==> src/rtl/pipe_pe_ui_acc_reduce.sv <==
// Streaming reduction PE: sums each group of LEN unsigned elements (or a flushed partial group)
// and hands the sum downstream through a single-entry valid/ready result register.
module pipe_pe_ui_acc_reduce #(
  parameter int unsigned N   = 64,
  parameter int unsigned LEN = 16,
  parameter int unsigned CW  = $clog2(LEN + 1)
) (
  input  logic          clk,
  input  logic          rst,
  input  logic          trigger,
  output logic          cts,
  input  logic [N-1:0]  in,
  input  logic          flush,
  output logic [N-1:0]  out,
  output logic [CW-1:0] out_cnt,
  output logic          out_ovf,
  output logic          out_valid,
  input  logic          out_ready
);

  logic [N-1:0]  acc_q, acc_d;
  logic [CW-1:0] cnt_q, cnt_d;
  logic          ovf_q, ovf_d;
  logic [N-1:0]  out_q, out_d;
  logic [CW-1:0] out_cnt_q, out_cnt_d;
  logic          out_ovf_q, out_ovf_d;
  logic          out_valid_q, out_valid_d;

  logic          cnt_zero, cnt_last, accept, flush_eff, close;
  logic [N:0]    sum;
  logic [N-1:0]  fin_sum;
  logic [CW-1:0] fin_cnt;
  logic          fin_ovf;

  assign cnt_zero = (cnt_q == '0);
  assign cnt_last = (cnt_q == CW'(LEN - 1));

  // Stall only when a completing sum would land on an unconsumed result.
  assign cts       = ~(out_valid_q & ~out_ready & (cnt_last | flush));
  assign accept    = trigger & cts;
  assign flush_eff = flush & cts;
  assign close     = (accept & cnt_last) | (flush_eff & (~cnt_zero | accept));

  always_comb begin
    sum     = {1'b0, (cnt_zero ? {N{1'b0}} : acc_q)} + {1'b0, in};
    fin_sum = acc_q;
    fin_cnt = cnt_q;
    fin_ovf = ovf_q;
    if (accept) begin
      fin_sum = sum[N-1:0];
      fin_cnt = cnt_q + CW'(1);
      fin_ovf = (cnt_zero ? 1'b0 : ovf_q) | sum[N];
    end

    acc_d       = fin_sum;
    cnt_d       = fin_cnt;
    ovf_d       = fin_ovf;
    out_d       = out_q;
    out_cnt_d   = out_cnt_q;
    out_ovf_d   = out_ovf_q;
    out_valid_d = out_valid_q;

    if (close) begin
      acc_d       = '0;
      cnt_d       = '0;
      ovf_d       = 1'b0;
      out_d       = fin_sum;
      out_cnt_d   = fin_cnt;
      out_ovf_d   = fin_ovf;
      out_valid_d = 1'b1;
    end else if (out_valid_q & out_ready) begin
      out_valid_d = 1'b0;
    end
  end

  always_ff @(posedge clk) begin
    if (rst) begin
      acc_q       <= '0;
      cnt_q       <= '0;
      ovf_q       <= 1'b0;
      out_q       <= '0;
      out_cnt_q   <= '0;
      out_ovf_q   <= 1'b0;
      out_valid_q <= 1'b0;
    end else begin
      acc_q       <= acc_d;
      cnt_q       <= cnt_d;
      ovf_q       <= ovf_d;
      out_q       <= out_d;
      out_cnt_q   <= out_cnt_d;
      out_ovf_q   <= out_ovf_d;
      out_valid_q <= out_valid_d;
    end
  end

  assign out       = out_q;
  assign out_cnt   = out_cnt_q;
  assign out_ovf   = out_ovf_q;
  assign out_valid = out_valid_q;

endmodule

==> config.mk <==
export PLATFORM = sky130hd
export DESIGN_NAME = pipe_pe_ui_acc_reduce
export DESIGN_NICKNAME = d
export VERILOG_FILES = /design/src/rtl/pipe_pe_ui_acc_reduce.sv
export SDC_FILE = /design/constraint.sdc
export NUM_CORES = 1
export LEC_CHECK = 0
export CAP_MARGIN = 20
export CORE_MARGIN = 5
export CORE_UTILIZATION = 40
export CTS_CLUSTER_DIAMETER = 200
export CTS_CLUSTER_SIZE = 25
export DETAILED_ROUTE_END_ITERATION = 16
export DONT_BUFFER_PORTS = 1
export GPL_TIMING_DRIVEN = 0
export SYNTH_ARGS = -nofsm -noshare
export SYNTH_HDL_FRONTEND = slang
export SYNTH_SLANG_ARGS = --single-unit
==> constraint.sdc <==
create_clock -name clk -period 8.6 [get_ports clk]
set_clock_uncertainty 0.2 [all_clocks]
set_input_delay 1.72 -clock clk [delete_from_list [all_inputs] [get_ports clk]]
set_output_delay 1.72 -clock clk [all_outputs]
set_load 0.05 [all_outputs]
==> metrics.md, run 1 <==
| Metric | Value |
|---|---|
| PD cells | `210 nW/µm²` |
| YS warnings | `0` |
| Root buffer cell | `clkbuf_16` |
| Flop2flop setup slack | `around 3.3 ns` |
| Comb pwr share | `0.181` |
| Clock latency on the worst-skew pair | `between 0.4 and 0.5 ns` |
| GPL Wtd Cong | `about 0.97` |
| EDFF count, synth | `0` |
| Switching share of total power | `0.329` |
| Top cells by area, synth | `dfxtp_1 (30%), ha_1 (9.0%), nor2_1 (8.3%), a21oi_1 (7.1%), and2_1 (5.3%)` |
| Most used DFF post-synth | `dfxtp_1` |
| CTS tree | `yes` |
| Slew HR | `0.258` |
| Antenna diodes | `0` |
| Total Power | `between 2 and 2.5 mW` |
| Post-route clock period utilization | `0.612` |
| CP Data Arrival Time | `between 5 and 6 ns` |
| Reg2reg path depth | `17` |
| Slowest-stage cell, CP | `clkbuf_1` |
| Num CTS Buffers | `17` |
| Synthesized area | `between 9000 and 10,000 µm²` |
| Synth top area share | `0.304` |
| Max-Cap Viols | `0` |
| Area Overhead vs Synth | `11.7%` |
| Hold endpoint | `acc_q[49]$_SDFF_PP0_` |
| Cell internal pwr | `about 1.5 mW` |
| Seq pwr share | `0.396` |
| Worst Tran Pin Value | `between 1 and 1.5 ns` |
| First-pass GRT wire length | `approximately 47 mm` |
| Async S/R FF share, synth | `0` |
| Syn Nets | `roughly 1,400` |
| Reg-to-Reg End | `out_ovf$_SDFFE_PP0P_` |
| Filler cells | `approximately 2,300` |
| Min-Delay Path Class | `register to register` |
| Share of cells above drive strength 1 | `0.0408` |
| Drt total wl | `between 30 and 40 mm` |
| Outcome | `finished, final reports clean` |
| Setup CP Type | `register to register` |
| Largest fanout on the critical path | `10` |
| Startpoint types | `register` |
| Setup TNS | `0 ns` |
| Overall Global Routing Usage | `0.226` |
| Post-CTS Setup Inserts | `0` |
| F_max | `190 MHz` |
| Pin count of the biggest net entering global routing | `17` |
| Seq/Total Area, Yosys | `0.304` |
| Wirelength per Cell | `about 20 µm` |
| Die area | `about 26,000 µm²` |
| Initial core utilization | `0.408` |
| Initial antenna violation count | `0` |
| Crit-path leading delay family | `compound AO/OA/AOI/OAI gates` |
| Cells after synthesis | `roughly 1,200` |
| Cell leakage power | `4.19 nW` |
| Psw | `between 0.7 and 0.8 mW` |
| Vias in the first global route | `8,508` |
| Die height | `around 160 µm` |
| Post-route ant nets | `0` |
| CTS Sinks | `141` |
| Buffers on Ports | `0` |
| Nets | `between 1,000 and 1,500` |
| Die Width | `between 150 and 200 µm` |
| Clk buf depth | `2` |
| Yosys top cell by area | `dfxtp_1` |
| Crit path time final | `~5.3 ns` |
| Clock-pin slew on the worst setup and hold paths | `0.06 ns` |
| HPWL after DPL | `23.1 mm` |
| Critical path required time | `between 8 and 9 ns` |
| CTS H-tree lvls | `4` |
| CP peak stage delay | `0.55 ns` |
| Fin. max-slew vios | `0` |
| Worst Path Buf+Inv | `3` |
| HP Start | `acc_q[49]$_SDFF_PP0_` |
| Drt drc | `0` |
| Yosys reg bits | `around 140` |
| Hold WS | `about 0.28 ns` |
| Syn Area/Cell | `7.62 µm²` |
| Row cnt | `between 50 and 60` |
| Initial DRC count | `approximately 760` |
| Unrepaired setup endpoints after global routing | `false` |
| Worst Hold Depth | `2` |
| Vias post-DR | `8,822` |
| Total gr overflow | `0` |
| Final hold violations | `0` |
| Core area | `22,700 µm²` |
| Number of detailed-route iterations in the first pass | `6` |
| Critical-path cell list | `inv_1, ha_1, nand3_1, clkbuf_1, clkbuf_1, and2_1, ha_1, a21o_1, a221oi_2, o22ai_2, a41oi_1, a21oi_1, nor4_1, nand2b_1, nor3_1, nor4_1, o41ai_1` |
| Routed vias/inst | `5.75` |
| # hold bufs at CTS | `0` |
| Peak supply drop | `around 0.00012 V` |
| Crit end category | `register` |
| Unique masters post-synth | `67` |
| RR Startpoint | `cnt_q[0]$_SDFF_PP0_` |
| Post-cts sizing count | `0` |
| IO Pins | `141` |
| Final setup violation count | `0` |
| Clk network pwr share | `0.423` |
-- stage by stage --
stage          cell area (µm²)   util  setup slack (ns)  cells
2_1_floorplan             9270      -              3.79   1217
3_3_place_gp              9630  0.424              3.18   1502
3_5_place_dp              9640  0.424              3.23   1504
4_1_cts                  10400  0.456              3.27   1534
5_1_grt                  10400  0.456              2.88   1534
6_report                 10400  0.456              3.33   1534
-- synthesized netlist by cell type, drive strengths merged (2+ instances only) --
library cell	n
nand2	77
a21oi	132
nand4	30
nand2b	10
and2	78
a31oi	14
nand3b	2
o211ai	3
a21boi	3
nor2	205
or4	2
and3	4
nor3	23
o221ai	2
xnor2	32
o22ai	2
nor2b	8
ha	67
buf	14
o41ai	2
o31ai	3
inv	14
nand3	24
or3	6
o21a	23
a221oi	2
a22oi	2
clkbuf	67
a211oi	58
or2	4
a2111oi	8
o21ai	53
nor4	6
o21bai	12
a21o	33
dfxtp	141
mux2i	9
xor2	25
a311oi	4
-- power groups by stage --
stage / logic [mW] / registers, mW / clock network, mW
final: 0.394 / 0.860 / 0.919
after detailed placement: 0.389 / 0.876 / 0
after global routing: 0.444 / 0.866 / 0.958
after floorplan: 0.291 / 0.861 / 0
after global placement: 0.387 / 0.874 / 0
after CTS: 0.393 / 0.861 / 0.922
-- layout by cell type, fill, tap and decap left out, drive strengths merged, types with 16 or more instances in the layout --
| master | Yosys | routed |
|---|---|---|
| nand4 | 30 | 30 |
| xor2 | 25 | 25 |
| o21a | 23 | 23 |
| xnor2 | 32 | 32 |
| nor2 | 205 | 205 |
| a211oi | 58 | 58 |
| o21ai | 53 | 53 |
| a21oi | 132 | 132 |
| a21o | 33 | 33 |
| buf | 14 | 16 |
| nand2 | 77 | 77 |
| nor3 | 23 | 23 |
| ha | 67 | 67 |
| dfxtp | 141 | 141 |
| clkbuf | 67 | 86 |
| nand3 | 24 | 24 |
| and2 | 78 | 78 |
-- worst reg2reg max path, cell delays in order (launching register included) --
cell and delay [ns]:
dfxtp_1 0.40, inv_1 0.06, ha_1 0.19, nand3_1 0.12, clkbuf_1 0.55, clkbuf_1 0.36
and2_1 0.19, ha_1 0.29, a21o_1 0.19, a221oi_2 0.41, o22ai_2 0.23, a41oi_1 0.38
a21oi_1 0.22, nor4_1 0.53, nand2b_1 0.28, nor3_1 0.08, nor4_1 0.31, o41ai_1 0.13
-- worst max path at each step --
stage	startpoint	to	slack, ns	depth (start not counted)
floorplan	flush	cts	3.79	1
global placement	flush	out[24]$_SDFFE_PP0P_	3.18	6
detailed placement	in[0]	out[60]$_SDFFE_PP0P_	3.23	11
CTS	cnt_q[0]$_SDFF_PP0_	out[59]$_SDFFE_PP0P_	3.27	18
global route	cnt_q[0]$_SDFF_PP0_	out[59]$_SDFFE_PP0P_	2.88	18
finish	cnt_q[0]$_SDFF_PP0_	out_ovf$_SDFFE_PP0P_	3.33	17
-- logic make-up (layout without fill, tap and decap cells) --
| kind of cell | after synthesis | after routing | synth area share |
|---|---|---|---|
| XOR/XNOR | 57 | 57 | 0.0539 |
| multiplexers | 9 | 9 | 0.00972 |
| AO/OA/AOI/OAI | 366 | 366 | 0.257 |
| buffers and inverters | 95 | 127 | 0.0397 |
| flip-flops | 141 | 141 | 0.304 |
| AND/OR/NAND/NOR | 481 | 481 | 0.243 |
| adder cells (fa/ha/maj) | 68 | 68 | 0.0926 |
-- state kept, by name, indices dropped and copies added, names as in the netlist --
name / count
acc_q: 64
cnt_q: 5
out: 64
out_cnt: 5
out_ovf: 1
out_valid: 1
ovf_q: 1
-- area by class of cell --
type                    instances  area, µm²  share of cell area
multi-input cells             981       6080               0.587
flip-flops and latches        141       2820               0.273
clock buffers                  19        453              0.0437
well taps                     285        357              0.0344
plain buffers                  81        315              0.0305
clock inverters                11        263              0.0254
inverters                      14       52.6             0.00508
repair buffers                  2       11.3             0.00109
-- metal layers --
| metal | wire, µm | GRT usage |
|---|---|---|
| met2 | 13500 | 0.364 |
| met4 | 723 | 0.0684 |
| met1 | 13700 | 0.298 |
| met5 | 0 | 0 |
| met3 | 2220 | 0.0599 |
Power figures use the tool's default switching activity.
==> inputs of run 2 (changes only) <==
--- a/config.mk
+++ b/config.mk
@@ -5,6 +5,7 @@
 export SDC_FILE = /design/constraint.sdc
 export NUM_CORES = 1
 export LEC_CHECK = 0
+export ABC_AREA = 1
 export CAP_MARGIN = 20
 export CORE_MARGIN = 5
 export CORE_UTILIZATION = 40
==> constraint.sdc (replaced) <==
create_clock -name clk -period 5.2 [get_ports clk]
set_clock_uncertainty 0.2 [all_clocks]
set_input_delay 1.04 -clock clk [delete_from_list [all_inputs] [get_ports clk]]
set_output_delay 1.04 -clock clk [all_outputs]
set_load 0.05 [all_outputs]
==> metrics.md, run 2 <==
| Metric | Value |
|---|---|
| Outcome | `finished, final reports clean` |
| Post-CTS Setup Inserts | `0 (unchanged)` |
| Syn Area/Cell | `5.59 µm² (-27%)` |
| Nets | `2,194 (+60%)` |
| Setup TNS | `0 ns (unchanged)` |
| Final hold violations | `0 (unchanged)` |
| Critical-path cell list | `inv_1, ha_1, nand2_1, nor3_2, clkbuf_1, clkbuf_1, nor2_1, ha_1, nand2_1, nor2_1, nand3_1, nand3_2, nand2_1, nand2_1, nand2_1, nand4_1, nand3_1, nand2_1, nor2_1` |
| Worst Tran Pin Value | `0.909 ns (-0.204 ns)` |
| Vias in the first global route | `11,000 (+29%)` |
| Fin. max-slew vios | `0 (unchanged)` |
| Slowest-stage cell, CP | `clkbuf_1` |
| Drt total wl | `38.7 mm (+28%)` |
| Slew HR | `0.394 (+0.136)` |
| YS warnings | `0 (unchanged)` |
| Cells after synthesis | `2,038 (+67%)` |
| Initial core utilization | `0.408 (-0.000568)` |
| GPL Wtd Cong | `0.956 (-1.1%)` |
| Critical path required time | `5.30 ns (-3.39 ns)` |
| CP peak stage delay | `0.73 ns (+0.18 ns)` |
| Core area | `27,900 µm² (+23%)` |
| Final core occ | `0.445 (-0.0107)` |
| CTS Sinks | `141 (unchanged)` |
| Share of cells above drive strength 1 | `0.0556 (+0.0147)` |
| Async S/R FF share, synth | `0 (unchanged)` |
| Yosys reg bits | `141 (unchanged)` |
| Peak supply drop | `0.000172 V (+49%)` |
| Hold WS | `0.302 ns (+0.0214 ns)` |
| Most frequent cells after synthesis | `nand2_1 (792), inv_1 (406), nor2_1 (235), dfxtp_1 (141), nand3_1 (100)` |
| Initial antenna violation count | `0 (unchanged)` |
| Number of detailed-route iterations in the first pass | `7 (+1)` |
| Buffers on Ports | `0 (unchanged)` |
| # hold bufs at CTS | `0 (unchanged)` |
| Initial DRC count | `664 (-12%)` |
| Num CTS Buffers | `17 (unchanged)` |
| Synthesized area | `11,400 µm² (+23%)` |
| Clock latency on the worst-skew pair | `0.44 ns (about the same)` |
| Die area | `31,900 µm² (+21%)` |
| Crit-path leading delay family | `simple AND/OR/NAND/NOR gates` |
| CTS tree | `yes` |
| Unique masters post-synth | `33 (-51%)` |
| PD cells | `280 nW/µm² (+33%)` |
| Die Width | `179 µm (+10%)` |
| Root buffer cell | `clkbuf_16` |
| Drt drc | `0 (unchanged)` |
| Row cnt | `61 (+11%)` |
| IO Pins | `141 (unchanged)` |
| Unrepaired setup endpoints after global routing | `false` |
| Most common cell in the netlist | `nand2_1` |
| Routed vias/inst | `4.73 (-18%)` |
| Vias post-DR | `11,600 (+31%)` |
| Synth top area share | `0.261 (-0.0434)` |
| Most used cell, CP | `nand2_1` |
| Most frequent cells in the layout | `nand2_1 (792), inv_1 (406), nor2_1 (235), dfxtp_1 (141), nand3_1 (100)` |
| HPWL after DPL | `32.4 mm (+40%)` |
| Clock-pin slew on the worst setup and hold paths | `0.08 ns (+0.02 ns)` |
| Post-route clock period utilization | `0.871 (+0.259)` |
| Commonest non-fill, non-tap cell in the layout | `nand2_1` |
| Largest fanout on the critical path | `10 (unchanged)` |
| Area Overhead vs Synth | `9.21%` |
| Post-cts sizing count | `0 (unchanged)` |
| Overall Global Routing Usage | `0.242 (+0.0162)` |
| Clk buf depth | `2 (unchanged)` |
| Setup CP Type | `register to register` |
| Startpoint types | `register` |
| First-pass GRT wire length | `59.2 mm (+25%)` |
| Most used DFF post-synth | `dfxtp_1` |
| Max-Cap Viols | `0 (unchanged)` |
| F_max | `221 MHz (+16%)` |
| Top cells by area, synth | `nand2_1 (26%), dfxtp_1 (25%), inv_1 (13%), nor2_1 (7.7%), ha_1 (7.4%)` |
| Syn Nets | `2,175 (+61%)` |
| Cell leakage power | `7.04 nW (+68%)` |
| Worst Path Buf+Inv | `3 (unchanged)` |
| CTS H-tree lvls | `4 (unchanged)` |
| Min-Delay Path Class | `register to register` |
| Crit end category | `register` |
| Flop2flop setup slack | `0.67 ns (-2.66 ns)` |
| Final setup violation count | `0 (unchanged)` |
| EDFF count, synth | `0 (unchanged)` |
| CP Data Arrival Time | `4.63 ns (-0.73 ns)` |
| Antenna diodes | `0 (unchanged)` |
| Pin count of the biggest net entering global routing | `17 (unchanged)` |
| Seq/Total Area, Yosys | `0.248 (-0.0566)` |
| Post-route ant nets | `0 (unchanged)` |
| Die height | `179 µm (+10%)` |
| Total gr overflow | `0 (unchanged)` |
| Yosys top cell by area | `nand2_1` |
| Wirelength per Cell | `15.8 µm (-19%)` |
| Crit path time final | `4.53 ns (-0.737 ns)` |
## run 2: cell types whose count changed after synthesis, moves of 41 or more
cell      before  now
nand2_1       77  792
and2_1        78    0
clkbuf_1      67   26
nand3_1       24  100
a211oi_1      58    0
a21oi_1      131   46
inv_1         14  406
## run 2: area by class of cell
type                            instances  area, µm²
Buffer                                 43        200
Fill cell                            3159      15500
Multi-Input combinational cell       1444       6830
Inverter                              410       1540
Tap cell                              378        473
Clock inverter                         15        150
Clock buffer                           17        425
Sequential cell                       141       2820
## run 2: per-stage QoR
| stage | instance area (µm²) | cells | setup slack, ns | total power, mW |
|---|---|---|---|---|
| after floorplan | 11400 | 2038 | 2.09 | 2.01 |
| after global placement | 11900 | 2416 | 0.728 | 2.25 |
| after detailed placement | 11900 | 2416 | 0.687 | 2.26 |
| after CTS | 12400 | 2448 | 0.655 | 3.51 |
| after global routing | 12400 | 2448 | 0.376 | 3.68 |
| final | 12400 | 2448 | 0.670 | 3.48 |
## run 2: worst paths after layout
kind                       startpoint              endpoint  depth (start not counted)
setup / recovery  cnt_q[0]$_SDFF_PP0_  acc_q[50]$_SDFF_PP0_                         19
hold / removal       ovf_q$_SDFF_PP0_      ovf_q$_SDFF_PP0_                          2
setup reg to reg  cnt_q[0]$_SDFF_PP0_  acc_q[50]$_SDFF_PP0_                         19
hold reg to reg      ovf_q$_SDFF_PP0_      ovf_q$_SDFF_PP0_                          2
## run 2: kinds of logic (layout without fill, tap and decap cells)
group                    after synthesis  in the layout  share of synthesized area
XOR/XNOR                              31             31                     0.0238
buffers and inverters                453            485                      0.153
AND/OR/NAND/NOR                     1213           1213                      0.438
adder cells (fa/ha/maj)               68             68                     0.0754
AO/OA/AOI/OAI                        132            132                     0.0620
flip-flops                           141            141                      0.248
## run 2: worst reg2reg max path: stages, from the launching register on
cell      delay, ns
dfxtp_1        0.35
inv_1          0.07
ha_1           0.17
nand2_1        0.08
nor3_2         0.27
clkbuf_1       0.73
clkbuf_1       0.51
nor2_1         0.10
ha_1           0.37
nand2_1        0.12
nor2_1         0.27
nand3_1        0.14
nand3_2        0.17
nand2_1        0.07
nand2_1        0.22
nand2_1        0.13
nand4_1        0.09
nand3_1        0.19
nand2_1        0.12
nor2_1         0.04
## run 2: power breakdown
group	internal [mW]	switching, mW
logic	0.256	0.601
registers	1.17	0.206
clock network	0.640	0.609
total	2.07	1.42
## run 2: metal layers
layer  wire length (µm)  GRT usage  up-vias  share of wire
met5                  0          0        -              0
met4               1250     0.0831        0          0.032
met3               2000     0.0352       62          0.052
met2              18500      0.424      274           0.48
met1              17000      0.305     5108           0.44
li1                   -          -     6130              -
